`src/rtl/cam_sccb_pkg.sv`:
```
// Shared types and constants for the SCCB register-bank responder.
package cam_sccb_pkg;

  typedef enum logic [3:0] {
    ST_IDLE,
    ST_DEV,
    ST_DEV_ACK,
    ST_REG,
    ST_REG_ACK,
    ST_WDATA,
    ST_WDATA_ACK,
    ST_RDATA,
    ST_MACK,
    ST_WAIT_STOP
  } sccb_state_t;

  localparam logic [7:0] SCCB_WR_ADDR = 8'h42;
  localparam logic [7:0] SCCB_RD_ADDR = 8'h43;
  localparam logic       ACK          = 1'b0;
  localparam logic       NACK         = 1'b1;

endpackage

```
`src/rtl/cam_sccb_responder_if.sv`:
```
// SCCB line pair plus host register-bank port of the responder.
interface cam_sccb_responder_if;

  logic       scl_in;
  logic       sda_in;
  logic       sda_oe;
  logic       reg_wr_en;
  logic       reg_rd_en;
  logic [7:0] reg_addr;
  logic [7:0] reg_wdata;
  logic [7:0] reg_rdata;
  logic       busy;

  modport slave (
    input  scl_in, sda_in, reg_rdata,
    output sda_oe, reg_wr_en, reg_rd_en, reg_addr, reg_wdata, busy
  );

  modport master (
    output scl_in, sda_in, reg_rdata,
    input  sda_oe, reg_wr_en, reg_rd_en, reg_addr, reg_wdata, busy
  );

endinterface

```
`src/rtl/cam_sccb_line_sync.sv`:
```
// Synchronises SCL/SDA, applies a 2-sample stability filter and flags bus events.
module cam_sccb_line_sync #(
  parameter int SYNC_STAGES = 2
) (
  input  logic clk,
  input  logic reset,
  input  logic scl_i,
  input  logic sda_i,
  output logic scl_rise_o,
  output logic scl_fall_o,
  output logic start_det_o,
  output logic stop_det_o,
  output logic sda_o
);

  logic [SYNC_STAGES-1:0] scl_sync_q, sda_sync_q;
  logic scl_smp_q, sda_smp_q;
  logic scl_flt_q, sda_flt_q;
  logic scl_prv_q, sda_prv_q;

  // Everything resets to the idle-high bus level so release from reset cannot fake an event.
  always_ff @(posedge clk or negedge reset) begin
    if (!reset) begin
      scl_sync_q <= '1;
      sda_sync_q <= '1;
      scl_smp_q  <= 1'b1;
      sda_smp_q  <= 1'b1;
      scl_flt_q  <= 1'b1;
      sda_flt_q  <= 1'b1;
      scl_prv_q  <= 1'b1;
      sda_prv_q  <= 1'b1;
    end else begin
      scl_sync_q <= {scl_sync_q[SYNC_STAGES-2:0], scl_i};
      sda_sync_q <= {sda_sync_q[SYNC_STAGES-2:0], sda_i};
      scl_smp_q  <= scl_sync_q[SYNC_STAGES-1];
      sda_smp_q  <= sda_sync_q[SYNC_STAGES-1];
      if (scl_sync_q[SYNC_STAGES-1] == scl_smp_q) scl_flt_q <= scl_smp_q;
      if (sda_sync_q[SYNC_STAGES-1] == sda_smp_q) sda_flt_q <= sda_smp_q;
      scl_prv_q  <= scl_flt_q;
      sda_prv_q  <= sda_flt_q;
    end
  end

  assign scl_rise_o  = scl_flt_q & ~scl_prv_q;
  assign scl_fall_o  = ~scl_flt_q & scl_prv_q;
  assign start_det_o = scl_flt_q & scl_prv_q & sda_prv_q & ~sda_flt_q;
  assign stop_det_o  = scl_flt_q & scl_prv_q & ~sda_prv_q & sda_flt_q;
  assign sda_o       = sda_flt_q;

endmodule

```
`src/rtl/cam_sccb_responder.sv`:
```
// SCCB target: decodes device/pointer/data bytes and drives single-cycle register-bank strobes.
module cam_sccb_responder
  import cam_sccb_pkg::*;
#(
  parameter logic [6:0] DEV_ADDR    = SCCB_WR_ADDR[7:1],
  parameter int         SYNC_STAGES = 2
) (
  input  logic                 clk,
  input  logic                 reset,
  cam_sccb_responder_if.slave  bus
);

  logic scl_rise, scl_fall, start_det, stop_det, sda_s;

  cam_sccb_line_sync #(.SYNC_STAGES(SYNC_STAGES)) u_sync (
    .clk         (clk),
    .reset       (reset),
    .scl_i       (bus.scl_in),
    .sda_i       (bus.sda_in),
    .scl_rise_o  (scl_rise),
    .scl_fall_o  (scl_fall),
    .start_det_o (start_det),
    .stop_det_o  (stop_det),
    .sda_o       (sda_s)
  );

  sccb_state_t state_q;
  logic [3:0]  cnt_q;
  logic [6:0]  sh_q;
  logic [7:0]  tx_q;
  logic        ph_q, rw_q, lat_q;
  logic        sda_oe_q, wr_q, rd_q, busy_q;
  logic [7:0]  addr_q, wdata_q;
  logic [7:0]  rx_byte_d;

  assign rx_byte_d = {sh_q, sda_s};

  // ph_q marks the second half of a two-step slot: ACK being driven, or master ACK seen.
  always_ff @(posedge clk or negedge reset) begin
    if (!reset) begin
      state_q  <= ST_IDLE;
      cnt_q    <= '0;
      sh_q     <= '0;
      tx_q     <= '0;
      ph_q     <= 1'b0;
      rw_q     <= 1'b0;
      lat_q    <= 1'b0;
      sda_oe_q <= 1'b0;
      wr_q     <= 1'b0;
      rd_q     <= 1'b0;
      busy_q   <= 1'b0;
      addr_q   <= '0;
      wdata_q  <= '0;
    end else begin
      wr_q  <= 1'b0;
      rd_q  <= 1'b0;
      lat_q <= rd_q;
      if (lat_q) tx_q <= bus.reg_rdata;
      if (wr_q) addr_q <= addr_q + 8'd1;

      if (stop_det) begin
        state_q  <= ST_IDLE;
        sda_oe_q <= 1'b0;
        busy_q   <= 1'b0;
        ph_q     <= 1'b0;
      end else if (start_det) begin
        state_q  <= ST_DEV;
        cnt_q    <= '0;
        sda_oe_q <= 1'b0;
        ph_q     <= 1'b0;
      end else begin
        case (state_q)
          ST_IDLE, ST_WAIT_STOP: sda_oe_q <= 1'b0;

          ST_DEV, ST_REG, ST_WDATA: begin
            if (scl_rise) begin
              sh_q <= rx_byte_d[6:0];
              if (cnt_q == 4'd7) begin
                cnt_q <= '0;
                ph_q  <= 1'b0;
                if (state_q == ST_DEV) begin
                  if (rx_byte_d[7:1] == DEV_ADDR) begin
                    state_q <= ST_DEV_ACK;
                    busy_q  <= 1'b1;
                    rw_q    <= rx_byte_d[0];
                  end else begin
                    state_q <= ST_WAIT_STOP;
                    busy_q  <= 1'b0;
                  end
                end else if (state_q == ST_REG) begin
                  addr_q  <= rx_byte_d;
                  state_q <= ST_REG_ACK;
                end else begin
                  wr_q    <= 1'b1;
                  wdata_q <= rx_byte_d;
                  state_q <= ST_WDATA_ACK;
                end
              end else begin
                cnt_q <= cnt_q + 4'd1;
              end
            end
          end

          ST_DEV_ACK, ST_REG_ACK, ST_WDATA_ACK: begin
            if (scl_fall) begin
              if (!ph_q) begin
                sda_oe_q <= 1'b1;
                ph_q     <= 1'b1;
                if (state_q == ST_DEV_ACK && rw_q) rd_q <= 1'b1;
              end else begin
                ph_q     <= 1'b0;
                sda_oe_q <= 1'b0;
                cnt_q    <= '0;
                if (state_q == ST_DEV_ACK && rw_q) begin
                  state_q  <= ST_RDATA;
                  sda_oe_q <= ~tx_q[7];
                  tx_q     <= {tx_q[6:0], 1'b0};
                end else if (state_q == ST_DEV_ACK) begin
                  state_q <= ST_REG;
                end else begin
                  state_q <= ST_WDATA;
                end
              end
            end
          end

          ST_RDATA: begin
            if (scl_rise) cnt_q <= cnt_q + 4'd1;
            if (scl_fall) begin
              if (cnt_q == 4'd8) begin
                sda_oe_q <= 1'b0;
                cnt_q    <= '0;
                ph_q     <= 1'b0;
                state_q  <= ST_MACK;
              end else begin
                sda_oe_q <= ~tx_q[7];
                tx_q     <= {tx_q[6:0], 1'b0};
              end
            end
          end

          ST_MACK: begin
            if (scl_rise && !ph_q) begin
              if (sda_s == ACK) begin
                addr_q <= addr_q + 8'd1;
                rd_q   <= 1'b1;
                ph_q   <= 1'b1;
              end else begin
                state_q <= ST_WAIT_STOP;
                busy_q  <= 1'b0;
              end
            end
            if (scl_fall && ph_q) begin
              ph_q     <= 1'b0;
              cnt_q    <= '0;
              state_q  <= ST_RDATA;
              sda_oe_q <= ~tx_q[7];
              tx_q     <= {tx_q[6:0], 1'b0};
            end
          end

          default: state_q <= ST_IDLE;
        endcase
      end
    end
  end

  assign bus.sda_oe    = sda_oe_q;
  assign bus.reg_wr_en = wr_q;
  assign bus.reg_rd_en = rd_q;
  assign bus.reg_addr  = addr_q;
  assign bus.reg_wdata = wdata_q;
  assign bus.busy      = busy_q;

endmodule

```
`src/flat_wrapper.sv`:
```
// flat-port wrapper written by rule: the top's interface ports become plain ports
module cam_sccb_responder_flat import cam_sccb_pkg::*;
#(
  parameter logic [6:0] DEV_ADDR    = SCCB_WR_ADDR[7:1],
  parameter int         SYNC_STAGES = 2
)
  (clk, reset, bus_scl_in, bus_sda_in, bus_reg_rdata, bus_sda_oe, bus_reg_wr_en, bus_reg_rd_en, bus_reg_addr, bus_reg_wdata, bus_busy);
  cam_sccb_responder_if bus_i ();
  input  logic clk;
  input  logic reset;
  input wire logic [$bits(bus_i.scl_in)-1:0] bus_scl_in;
  input wire logic [$bits(bus_i.sda_in)-1:0] bus_sda_in;
  input wire logic [$bits(bus_i.reg_rdata)-1:0] bus_reg_rdata;
  output wire logic [$bits(bus_i.sda_oe)-1:0] bus_sda_oe;
  output wire logic [$bits(bus_i.reg_wr_en)-1:0] bus_reg_wr_en;
  output wire logic [$bits(bus_i.reg_rd_en)-1:0] bus_reg_rd_en;
  output wire logic [$bits(bus_i.reg_addr)-1:0] bus_reg_addr;
  output wire logic [$bits(bus_i.reg_wdata)-1:0] bus_reg_wdata;
  output wire logic [$bits(bus_i.busy)-1:0] bus_busy;
  assign bus_i.scl_in = bus_scl_in;
  assign bus_i.sda_in = bus_sda_in;
  assign bus_i.reg_rdata = bus_reg_rdata;
  assign bus_sda_oe = bus_i.sda_oe;
  assign bus_reg_wr_en = bus_i.reg_wr_en;
  assign bus_reg_rd_en = bus_i.reg_rd_en;
  assign bus_reg_addr = bus_i.reg_addr;
  assign bus_reg_wdata = bus_i.reg_wdata;
  assign bus_busy = bus_i.busy;
  cam_sccb_responder #(.DEV_ADDR(DEV_ADDR), .SYNC_STAGES(SYNC_STAGES)) u_core (.clk(clk), .reset(reset), .bus(bus_i));
endmodule
```
`config.mk`:
```
export PLATFORM = sky130hd
export DESIGN_NAME = cam_sccb_responder_flat
export DESIGN_NICKNAME = d
export VERILOG_FILES = /design/src/rtl/cam_sccb_pkg.sv /design/src/rtl/cam_sccb_responder_if.sv /design/src/rtl/cam_sccb_line_sync.sv /design/src/rtl/cam_sccb_responder.sv /design/src/flat_wrapper.sv
export SDC_FILE = /design/constraint.sdc
export NUM_CORES = 1
export LEC_CHECK = 0
export CORE_MARGIN = 4
export CORE_UTILIZATION = 57
export DETAILED_ROUTE_END_ITERATION = 10
export PLACE_DENSITY_LB_ADDON = 0.25
export SLEW_MARGIN = 0
export SYNTH_ARGS = -nofsm -noshare
export SYNTH_HDL_FRONTEND = slang
export SYNTH_SLANG_ARGS = --single-unit
```
`constraint.sdc`:
```
create_clock -name clk -period 2.6 [get_ports clk]
set_input_delay 0.39 -clock clk [delete_from_list [all_inputs] [get_ports clk]]
set_output_delay 0.39 -clock clk [all_outputs]
set_load 0.05 [all_outputs]
```
# ---- Word-level counts from Yosys, hierarchy flattened
# Index checks and enable logic that the tools add are counted.
dict set report word_totals {
  reg_bits 56
  latch_bits 0
  mem_bits_rw 0
  mem_bits_ro 0
  input_bits 12
  output_inout_bits 20
  wordCells 186
  mem_count 0
}
dict set report op_classes {
  n_addsub 2
  multipliers 0
  div_mod_pow 0
  magnitude_cmp 0
  eq_ne 35
  n_shift 0
  n_mux 92
  bitwise 16
  n_reduce_logical 20
}
# cell n
set op_table {}
lappend op_table {{8-bit two-way mux} 18}
lappend op_table {{4-bit two-way mux} 23}
lappend op_table {{1-bit two-way mux} 41}
lappend op_table {{4-bit by 1-bit != test with 1-bit output (second input constant)} 7}
lappend op_table {{3-bit by 1-bit != test with 1-bit output (second input constant)} 9}
lappend op_table {{8-bit one-hot mux with 3 select lines} 1}
lappend op_table {{7-bit AND reduction} 3}
lappend op_table {{4-bit by 3-bit == test with 1-bit output (second input constant)} 5}
lappend op_table {{4-bit one-hot mux with 5 select lines} 1}
lappend op_table {{4-bit one-hot mux with 4 select lines} 1}
lappend op_table {{8-bit one-hot mux with 2 select lines} 1}
lappend op_table {{4-bit == test (second input constant)} 3}
lappend op_table {{6-bit nonzero test} 2}
lappend op_table {{5-bit by 2-bit != test with 1-bit output (second input constant)} 2}
lappend op_table {{1-bit inverter} 9}
lappend op_table {{9-bit AND reduction} 1}
lappend op_table {{8-bit by 1-bit adder with 8-bit output (second input constant)} 1}
lappend op_table {{4-bit by 2-bit == test with 1-bit output (second input constant)} 2}
lappend op_table {{1-bit one-hot mux with 4 select lines} 2}
lappend op_table {{4-bit AND reduction} 2}
lappend op_table {{8-bit AND reduction} 1}
lappend op_table {{1-bit bitwise AND} 7}
lappend op_table {{7-bit by 6-bit == test with 1-bit output (second input constant)} 1}
lappend op_table {{6-bit AND reduction} 1}
lappend op_table {{other kinds (16)} 21}

# ---- Longest topological paths before layout
# Gate-level depths: netlist (run 1).
dict set report logic_depth {
  ltp_word 9
  depth_mapped 7
  depth_no_buf 7
}

# ---- By module
# From an unflattened synthesis (run 1), not the netlist that was laid out.
dict set report unflattened {
  cells_unflattened 316
  hier_area_um2 3233.1
}
# mod n_inst cells_per_inst area_per_inst_um2 seq_area_each_um2
set by_module_without_submodules {}
lappend by_module_without_submodules {cam_sccb_responder 1 300 2914.0 1151.1}
lappend by_module_without_submodules {cam_sccb_line_sync 1 16 319.1 262.8}

# ---- Least setup slack after synthesis (run 1)
# Ideal clock, no wire load.
dict set report synth_timing {
  path_type {flip-flop to flip-flop}
  startpoint {register u_core.u_sync.sda_flt_q (netlist: u_core.u_sync.sda_o)}
  endpoint {register u_core.state_q[0]}
  setup_ps 128
  arrival_ps 1891
  t_required_ps 2472
  setup_slack_ps 581
  path_stages_with_launch 7
  n_path_buf 1
  period_less_slack_ps 2019
  cell_sequence {dfstp_2 and4b_1 or2_1 buf_4 nor3_2 a211o_1 mux2_1}
}
dict set report synth_via {
  elab_chain_cells 4
  word_cells_on_any_way 15
  cone_classes {eq/ne: 9; mux: 2; bitwise: 3; reduce/logical: 1}
}
# item line_no
set synth_rtl {}
lappend synth_rtl {{start, declared} cam_sccb_line_sync.sv:18} ;# logic scl_flt_q, sda_flt_q;
lappend synth_rtl {{start signal, assigned} cam_sccb_line_sync.sv:38} ;# if (sda_sync_q[SYNC_STAGES-1] == sda_smp_q) sda_flt_q <= sda_smp_q;
lappend synth_rtl {{1-bit inverter} -}
lappend synth_rtl {{1-bit bitwise AND} cam_sccb_line_sync.sv:46} ;# assign start_det_o = scl_flt_q & scl_prv_q & sda_prv_q & ~sda_flt_q;
lappend synth_rtl {{5-bit by 2-bit != test with 1-bit output (no source line) (tied with other cells)} -}
lappend synth_rtl {{9-bit AND reduction (no source line) / 4-bit two-way mux (equally long branches)} -}
lappend synth_rtl {{end signal, assigned} cam_sccb_responder.sv:41} ;# state_q <= ST_IDLE;
lappend synth_rtl {{end signal, assigned} cam_sccb_responder.sv:62} ;# state_q <= ST_IDLE;
lappend synth_rtl {{end signal, assigned} cam_sccb_responder.sv:67} ;# state_q <= ST_DEV;
lappend synth_rtl {{end, declared} cam_sccb_responder.sv:27} ;# sccb_state_t state_q;
# Parallel ways exist; a longest one is shown, timed or not.
# A chain may end at the register's enable or synchronous reset.

# ---- Worst setup path in the final report (run 1)
dict set report layout_timing {
  startpoint {register u_core.u_sync.sda_flt_q (netlist: u_core.u_sync.sda_o)}
  endpoint {register u_core.state_q[1]}
}
# Same word-level chain as after synthesis.

==> flow_metrics.py, run 1 <==
metrics = {
    "status": {
        "status": "finished clean",
    },
    "synth": {
        "avgSynthCellArea_um2": 10.48,
        "ys_seq_area_share_pct": 43.36,
        "synth_edf_count": 0,
        "yosysMostFrequentCell": "dfrtp_1",
        "synth_cell_types": 72,
        "yosysWarnings": 0,
        "yosys-top-cells-area": "dfrtp_1 35%, dfstp_2 8.1%, mux2i_1 4.6%",
        "synth_top_area_share_pct": 35.30,
        "synth_area_um2": 3261,
        "async_flop_share_pct": 100.0,
        "synth_common_cells": "46 x dfrtp_1, 34 x nand2_1, 15 x mux2i_1, 14 x a21oi_1, 13 x mux2_2",
        "syn_inst": 311,
        "synth-seq-cells": 56,
        "synth-main-ff-cell": "dfrtp_1",
        "yosys.area.top_type": "dfrtp_1",
        "syn_nets": 326,
    },
    "worst_setup_path": {
        "path_buf_inv": 0,
        "crit_required_ns": 2.80,
        "worstPathCellList": "and4b_1 > or2_1 > nor3_2 > a211o_1 > mux2_1",
        "crit_arrival_ns": 2.60,
        "crit_path_max_fanout": 14,
        "end_kind": "register",
        "crit_slowest_cell": "dfstp_2",
        "max_stage_delay_ns": 0.68,
        "crit_family": "simple AND/OR/NAND/NOR gates",
        "path_class": "register to register",
        "crit_path_start_kind": "register",
    },
    "clock_tree": {
        "cts-buffers-inserted": 5,
        "cts_tree": "yes",
        "cts_setup_buffers": 0,
        "clkLatencyLatePin_ns": 0.32,
        "htree_levels": 2,
        "cts.sinks": 56,
        "clk_path_buf_depth": 2,
        "clk_pin_slew_ns": 0.10,
        "cts_hold_buf": 0,
        "cts_resized": 0,
        "root_buffer": "clkbuf_8",
    },
    "die": {
        "pin_count": 32,
        "die_h_um": 83.64,
        "start_util_pct": 58.85,
        "dieWidth_um": 83.64,
        "die_area_um2": 6995,
        "row_count": 27,
        "core_area_um2": 5540,
    },
    "global_route": {
        "grtUsageTotal_pct": 21.68,
        "antenna_found_initial": 0,
        "grt_first_pass_wirelength_mm": 12.30,
        "grt_max_degree": 28,
        "overflow": 0,
        "grt_pass1_vias": 2415,
    },
    "sta": {
        "slew_headroom_pct": 58.09,
        "max_freq_mhz": 417.6,
        "setup_viol": 0,
        "timing.final.crit_share_pct": 92.11,
        "finalMaxSlewViolations": 0,
        "setup-tns-final_ns": 0,
        "hold_viol": 0,
        "rsz0062_at_grt": "false",
        "clock_skew_ns": 0.008681,
        "setup_ws_ns": 0.2052,
        "fin_crit_ns": 2.395,
        "worstMarginPinSlew_ns": 0.6286,
    },
    "layout": {
        "n_antenna_cell": 0,
        "drive_gt1_share_pct": 16.47,
        "final_nets": 354,
        "areaGrowthSynthToFinish_pct": 13.09,
    },
    "min_path": {
        "hold_class": "input pin to async pin",
    },
    "pwr": {
        "powerDensity_nw_per_um2": 715.7,
        "vdd.ir_drop.worst_mv": 0.4281,
        "p_leak_nw": 1.558,
    },
    "place": {
        "gp_congestion": 0.9063,
        "io_buffers": 31,
        "dpl.hpwl_mm": 5.439,
        "preCtsSetupSlack_ns": 0.2389,
    },
    "detailed_routing": {
        "wl_per_cell_um": 17.88,
        "drt_first_pass_iters": 6,
        "antenna_left": 0,
        "drc": 0,
        "drtIter0Drc": 282,
        "post_drt_via_cell_ratio": 6.165,
        "drt-total-wl_mm": 7.367,
        "vias": 2540,
    },
    "job": {
        "drv_cap": 0,
    },
}
==> metal layers <==
layer / up-vias / track usage (%) / share of wire (%)
li1: 1208 / - / -
met1: 1258 / 32.66 / 49
met2: 67 / 32.10 / 46
met3: 7 / 3.060 / 3.8
met4: 0 / 7.018 / 1.4
met5: - / 0 / 0
==> state kept, by name (all words and copies together), names as in the netlist, 2 cells and up <==
register,count
u_core.bus.reg_addr,8
u_core.bus.reg_wdata,8
u_core.tx_q,8
u_core.u_sync.sda_sync_q,2
u_core.u_sync.scl_sync_q,2
u_core.state_q,4
u_core.cnt_q,4
u_core.sh_q,7
==> layout by cell type (no fill, tap or decap), drive strengths merged, types with 3 or more instances in the layout <==
cell type / synthesis / routed
o21ai: 18 / 18
nor3: 6 / 6
nor2b: 5 / 5
inv: 5 / 5
and4b: 3 / 3
clkbuf: 4 / 6
mux2i: 15 / 15
clkdlybuf4s50: 0 / 30
xnor2: 5 / 5
nand2: 34 / 34
a21oi: 15 / 15
a211oi: 3 / 3
nor4b: 5 / 5
a31oi: 6 / 6
xor2: 3 / 3
buf: 15 / 10
dfstp: 10 / 10
nand2b: 5 / 5
o211ai: 3 / 3
nand3: 10 / 10
nor2: 12 / 12
o2bb2ai: 3 / 3
dfrtp: 46 / 46
mux2: 21 / 21
o221ai: 5 / 5
ha: 3 / 3
o21a: 4 / 4
nand3b: 5 / 5
and3: 6 / 6
==> worst register-to-register path: cells and delay by family (launching register included) <==
kind / cells / cell delay (ns)
flops: 1 / 0.68
compound gates: 1 / 0.22
mux: 1 / 0.34
simple gates: 3 / 1.05
==> metrics by stage <==
stage | utilization, % | instance area, µm² | instances | hold slack, ns | total power [W]
global placement | 64.95 | 3598 | 404 | 0.3484 | 0.002132
CTS | 66.55 | 3687 | 412 | 0.06004 | 0.002643
detailed placement | 64.95 | 3598 | 404 | 0.3487 | 0.002151
finish | 66.55 | 3687 | 412 | 0.04748 | 0.002639
global route | 66.55 | 3687 | 412 | 0.07392 | 0.002814
floorplan | - | 3261 | 311 | 0.09441 | 0.001915
==> logic make-up after synthesis <==
family,count (synthesis),synth area share [%]
fa+ha+maj,5,1.765
xor+xnor,8,2.149
flops,56,43.36
simple gates,103,18.46
compound gates,79,18.00
buf+inv,24,4.412
mux,36,11.86
==> power by group <==
part / leakage (nW) / internal, W / switching (W)
logic: 0.799 / 0.000429 / 0.000519
clock network: 0.0414 / 0.000193 / 0.000298
registers: 0.717 / 0.00101 / 0.000186
==> path summary, 6_finish.rpt <==
path	start	depth (start not counted)	slack (ns)	endpoint
min in group clk	u_core.u_sync.sda_sync_q[0]	0	0.36	u_core.u_sync.sda_sync_q[1]
max reg2reg	u_core.u_sync.sda_o	5	0.21	u_core.state_q[1]
min	reset	1	0.05	u_core.bus.reg_wdata[7]
max in group asynchronous	reset	2	1.86	u_core.u_sync.scl_prv_q
min reg2reg	u_core.u_sync.sda_sync_q[0]	0	0.36	u_core.u_sync.sda_sync_q[1]
max	u_core.u_sync.sda_o	5	0.21	u_core.state_q[1]
==> final cells by class <==
cell class | count | area, µm²
Clock inverter | 2 | 16.27
Timing Repair Buffer | 40 | 372.9
Fill cell | 452 | 1853
Tap cell | 72 | 90.09
Sequential cell | 56 | 1414
Multi-Input combinational cell | 231 | 1703
Inverter | 5 | 18.77
Clock buffer | 6 | 72.57
Power figures use the tool's default switching activity.
==> inputs of run 2 (changes only) <==
--- a/config.mk
+++ b/config.mk
@@ -5,8 +5,7 @@
 export SDC_FILE = /design/constraint.sdc
 export NUM_CORES = 1
 export LEC_CHECK = 0
-export CORE_MARGIN = 4
-export CORE_UTILIZATION = 57
+export CORE_UTILIZATION = 62
 export DETAILED_ROUTE_END_ITERATION = 10
 export PLACE_DENSITY_LB_ADDON = 0.25
 export SLEW_MARGIN = 0
==> constraint.sdc (replaced) <==
create_clock -name clk -period 2.8 [get_ports clk]
set_input_delay 0.42 -clock clk [delete_from_list [all_inputs] [get_ports clk]]
set_output_delay 0.42 -clock clk [all_outputs]
set_load 0.05 [all_outputs]
==> flow_metrics.py, run 2 (same netlist as run 1, synthesis figures left out) <==
metrics = {
    "worst_setup_path": {
        "path_buf_inv": 0,
        "crit_family": "simple AND/OR/NAND/NOR gates",
        "crit_path_start_kind": "register",
        "crit_slowest_cell": "dfstp_2",
        "max_stage_delay_ns": 0.71,
        "path_class": "register to register",
        "worstPathCellList": "and4b_1 > or2_1 > nor3_2 > a211o_1 > mux2_1",
        "crit_path_max_fanout": 14,
        "crit_arrival_ns": 2.61,
        "crit_required_ns": 3.01,
        "end_kind": "register",
    },
    "global_route": {
        "overflow": 0,
        "grt_pass1_vias": 2261,
        "antenna_found_initial": 0,
        "grt_max_degree": 35,
        "grt_first_pass_wirelength_mm": 11.65,
        "grtUsageTotal_pct": 27.93,
    },
    "pwr": {
        "powerDensity_nw_per_um2": 669.7,
        "clkPwrFrac_pct": 18.7,
        "p_leak_nw": 1.549,
        "seq_power_share_pct": 45.9,
        "vdd.ir_drop.worst_mv": 0.4778,
        "p_comb_share_pct": 35.3,
        "intPower_w": 0.001508,
        "p_switching_w": 0.0009462,
        "swShare_pct": 38.55,
    },
    "sta": {
        "fin_crit_ns": 2.399,
        "rsz0062_at_grt": "false",
        "max_freq_mhz": 416.9,
        "slew_headroom_pct": 48.03,
        "setup_ws_ns": 0.4015,
        "setup-tns-final_ns": 0,
        "setup_viol": 0,
        "worstMarginPinSlew_ns": 0.7796,
        "finalMaxSlewViolations": 0,
        "clock_skew_ns": 0.007329,
        "timing.final.crit_share_pct": 85.66,
        "hold_viol": 0,
    },
    "clock_tree": {
        "cts_tree": "yes",
        "clk_pin_slew_ns": 0.11,
        "cts.sinks": 56,
        "cts_setup_buffers": 0,
        "htree_levels": 2,
        "cts_resized": 0,
        "clkLatencyLatePin_ns": 0.31,
        "cts-buffers-inserted": 5,
        "cts_hold_buf": 0,
        "root_buffer": "clkbuf_8",
        "clk_path_buf_depth": 2,
    },
    "job": {
        "drv_cap": 0,
    },
    "layout": {
        "multi_input_area_um2": 1703,
        "final_nets": 351,
        "final_common_cell": "dfrtp_1",
        "final_util_pct": 72.21,
        "seq_area_um2": 1414,
        "layout_common_cells": "46 x dfrtp_1, 34 x nand2_1, 30 x clkdlybuf4s50_1, 15 x mux2i_1, 14 x a21oi_1",
        "areaGrowthSynthToFinish_pct": 12.39,
        "fillCellCount": 383,
        "drive_gt1_share_pct": 16.02,
        "n_antenna_cell": 0,
    },
    "place": {
        "io_buffers": 31,
        "gp_congestion": 0.9972,
        "preCtsSetupSlack_ns": 0.4147,
        "dpl.hpwl_mm": 5.154,
    },
    "detailed_routing": {
        "wl_per_cell_um": 17.70,
        "drc": 0,
        "post_drt_via_cell_ratio": 6.187,
        "antenna_left": 0,
        "drtIter0Drc": 380,
        "vias": 2518,
        "drt-total-wl_mm": 7.204,
        "drt_first_pass_iters": 5,
    },
    "die": {
        "core_area_um2": 5075,
        "dieWidth_um": 74.52,
        "die_area_um2": 5553,
        "row_count": 26,
        "die_h_um": 74.52,
        "pin_count": 32,
        "start_util_pct": 64.25,
    },
    "status": {
        "status": "finished clean",
    },
    "min_path": {
        "hold_class": "input pin to async pin",
    },
}
==> run 2: cell count changes in the layout (fill, tap and decap cells not counted) <==
| cell | change |
|---|---|
| clkbuf_1 | -1 |
| buf_4 | -3 |
| inv_6 | +1 |
| clkinv_2 | +1 |
| clkinvlp_4 | -1 |
==> run 2: worst register-to-register path, stage by stage (launching register included) <==
cell and delay, ns:
dfstp_2 0.71, and4b_1 0.28, or2_1 0.40, nor3_2 0.39, a211o_1 0.20, mux2_1 0.33
==> run 2: worst paths after layout <==
| path | endpoint | depth (start not counted) | from | slack (ns) |
|---|---|---|---|---|
| hold / removal | u_core.bus.reg_addr[6] | 1 | reset | 0.17 |
| max in group asynchronous | u_core.u_sync.scl_prv_q | 2 | reset | 1.90 |
| hold reg to reg | u_core.u_sync.sda_sync_q[1] | 0 | u_core.u_sync.sda_sync_q[0] | 0.36 |
| min in group clk | u_core.u_sync.sda_sync_q[1] | 0 | u_core.u_sync.sda_sync_q[0] | 0.36 |
| setup / recovery | u_core.state_q[0] | 5 | u_core.u_sync.sda_o | 0.40 |
| setup reg to reg | u_core.state_q[0] | 5 | u_core.u_sync.sda_o | 0.40 |
==> run 2: stage by stage <==
step | cell area, µm² | hold WS, ns | power [W] | cells
after floorplan | 3261 | 0.1244 | 0.001778 | 311
after global placement | 3573 | 0.3476 | 0.001967 | 399
after detailed placement | 3573 | 0.3494 | 0.001995 | 399
after CTS | 3665 | 0.1999 | 0.002451 | 407
after global routing | 3665 | 0.2363 | 0.002602 | 407
final | 3665 | 0.1709 | 0.002454 | 407
==> run 2: per-layer routing <==
layer  GRT usage, %  vias up  wire [µm]
met4          7.128        0         79
met2          40.24       91       3216
met1          43.45     1217       3479
met5              0        -          0
met3          4.878       10        428
li1               -     1200          -
==> run 2: area by class of cell <==
cell class                 instances  area share [%]
clock buffer                       5           1.878
clock inverter                     3          0.6145
inverter                           5          0.5121
multi-input combinational        231           46.47
sequential                        56           38.58
tap                               70           2.390
timing repair buffer              37           9.560
==> run 2: power by group through the flow <==
| stage | Sequential (W) | Clock, W | Combinational [W] |
|---|---|---|---|
| after floorplan | 0.00105 | 0 | 0.000730 |
| after global placement | 0.00113 | 0 | 0.000841 |
| after detailed placement | 0.00114 | 0 | 0.000859 |
| after CTS | 0.00112 | 0.000464 | 0.000865 |
| after global routing | 0.00115 | 0.000493 | 0.000961 |
| final | 0.00113 | 0.000459 | 0.000868 |
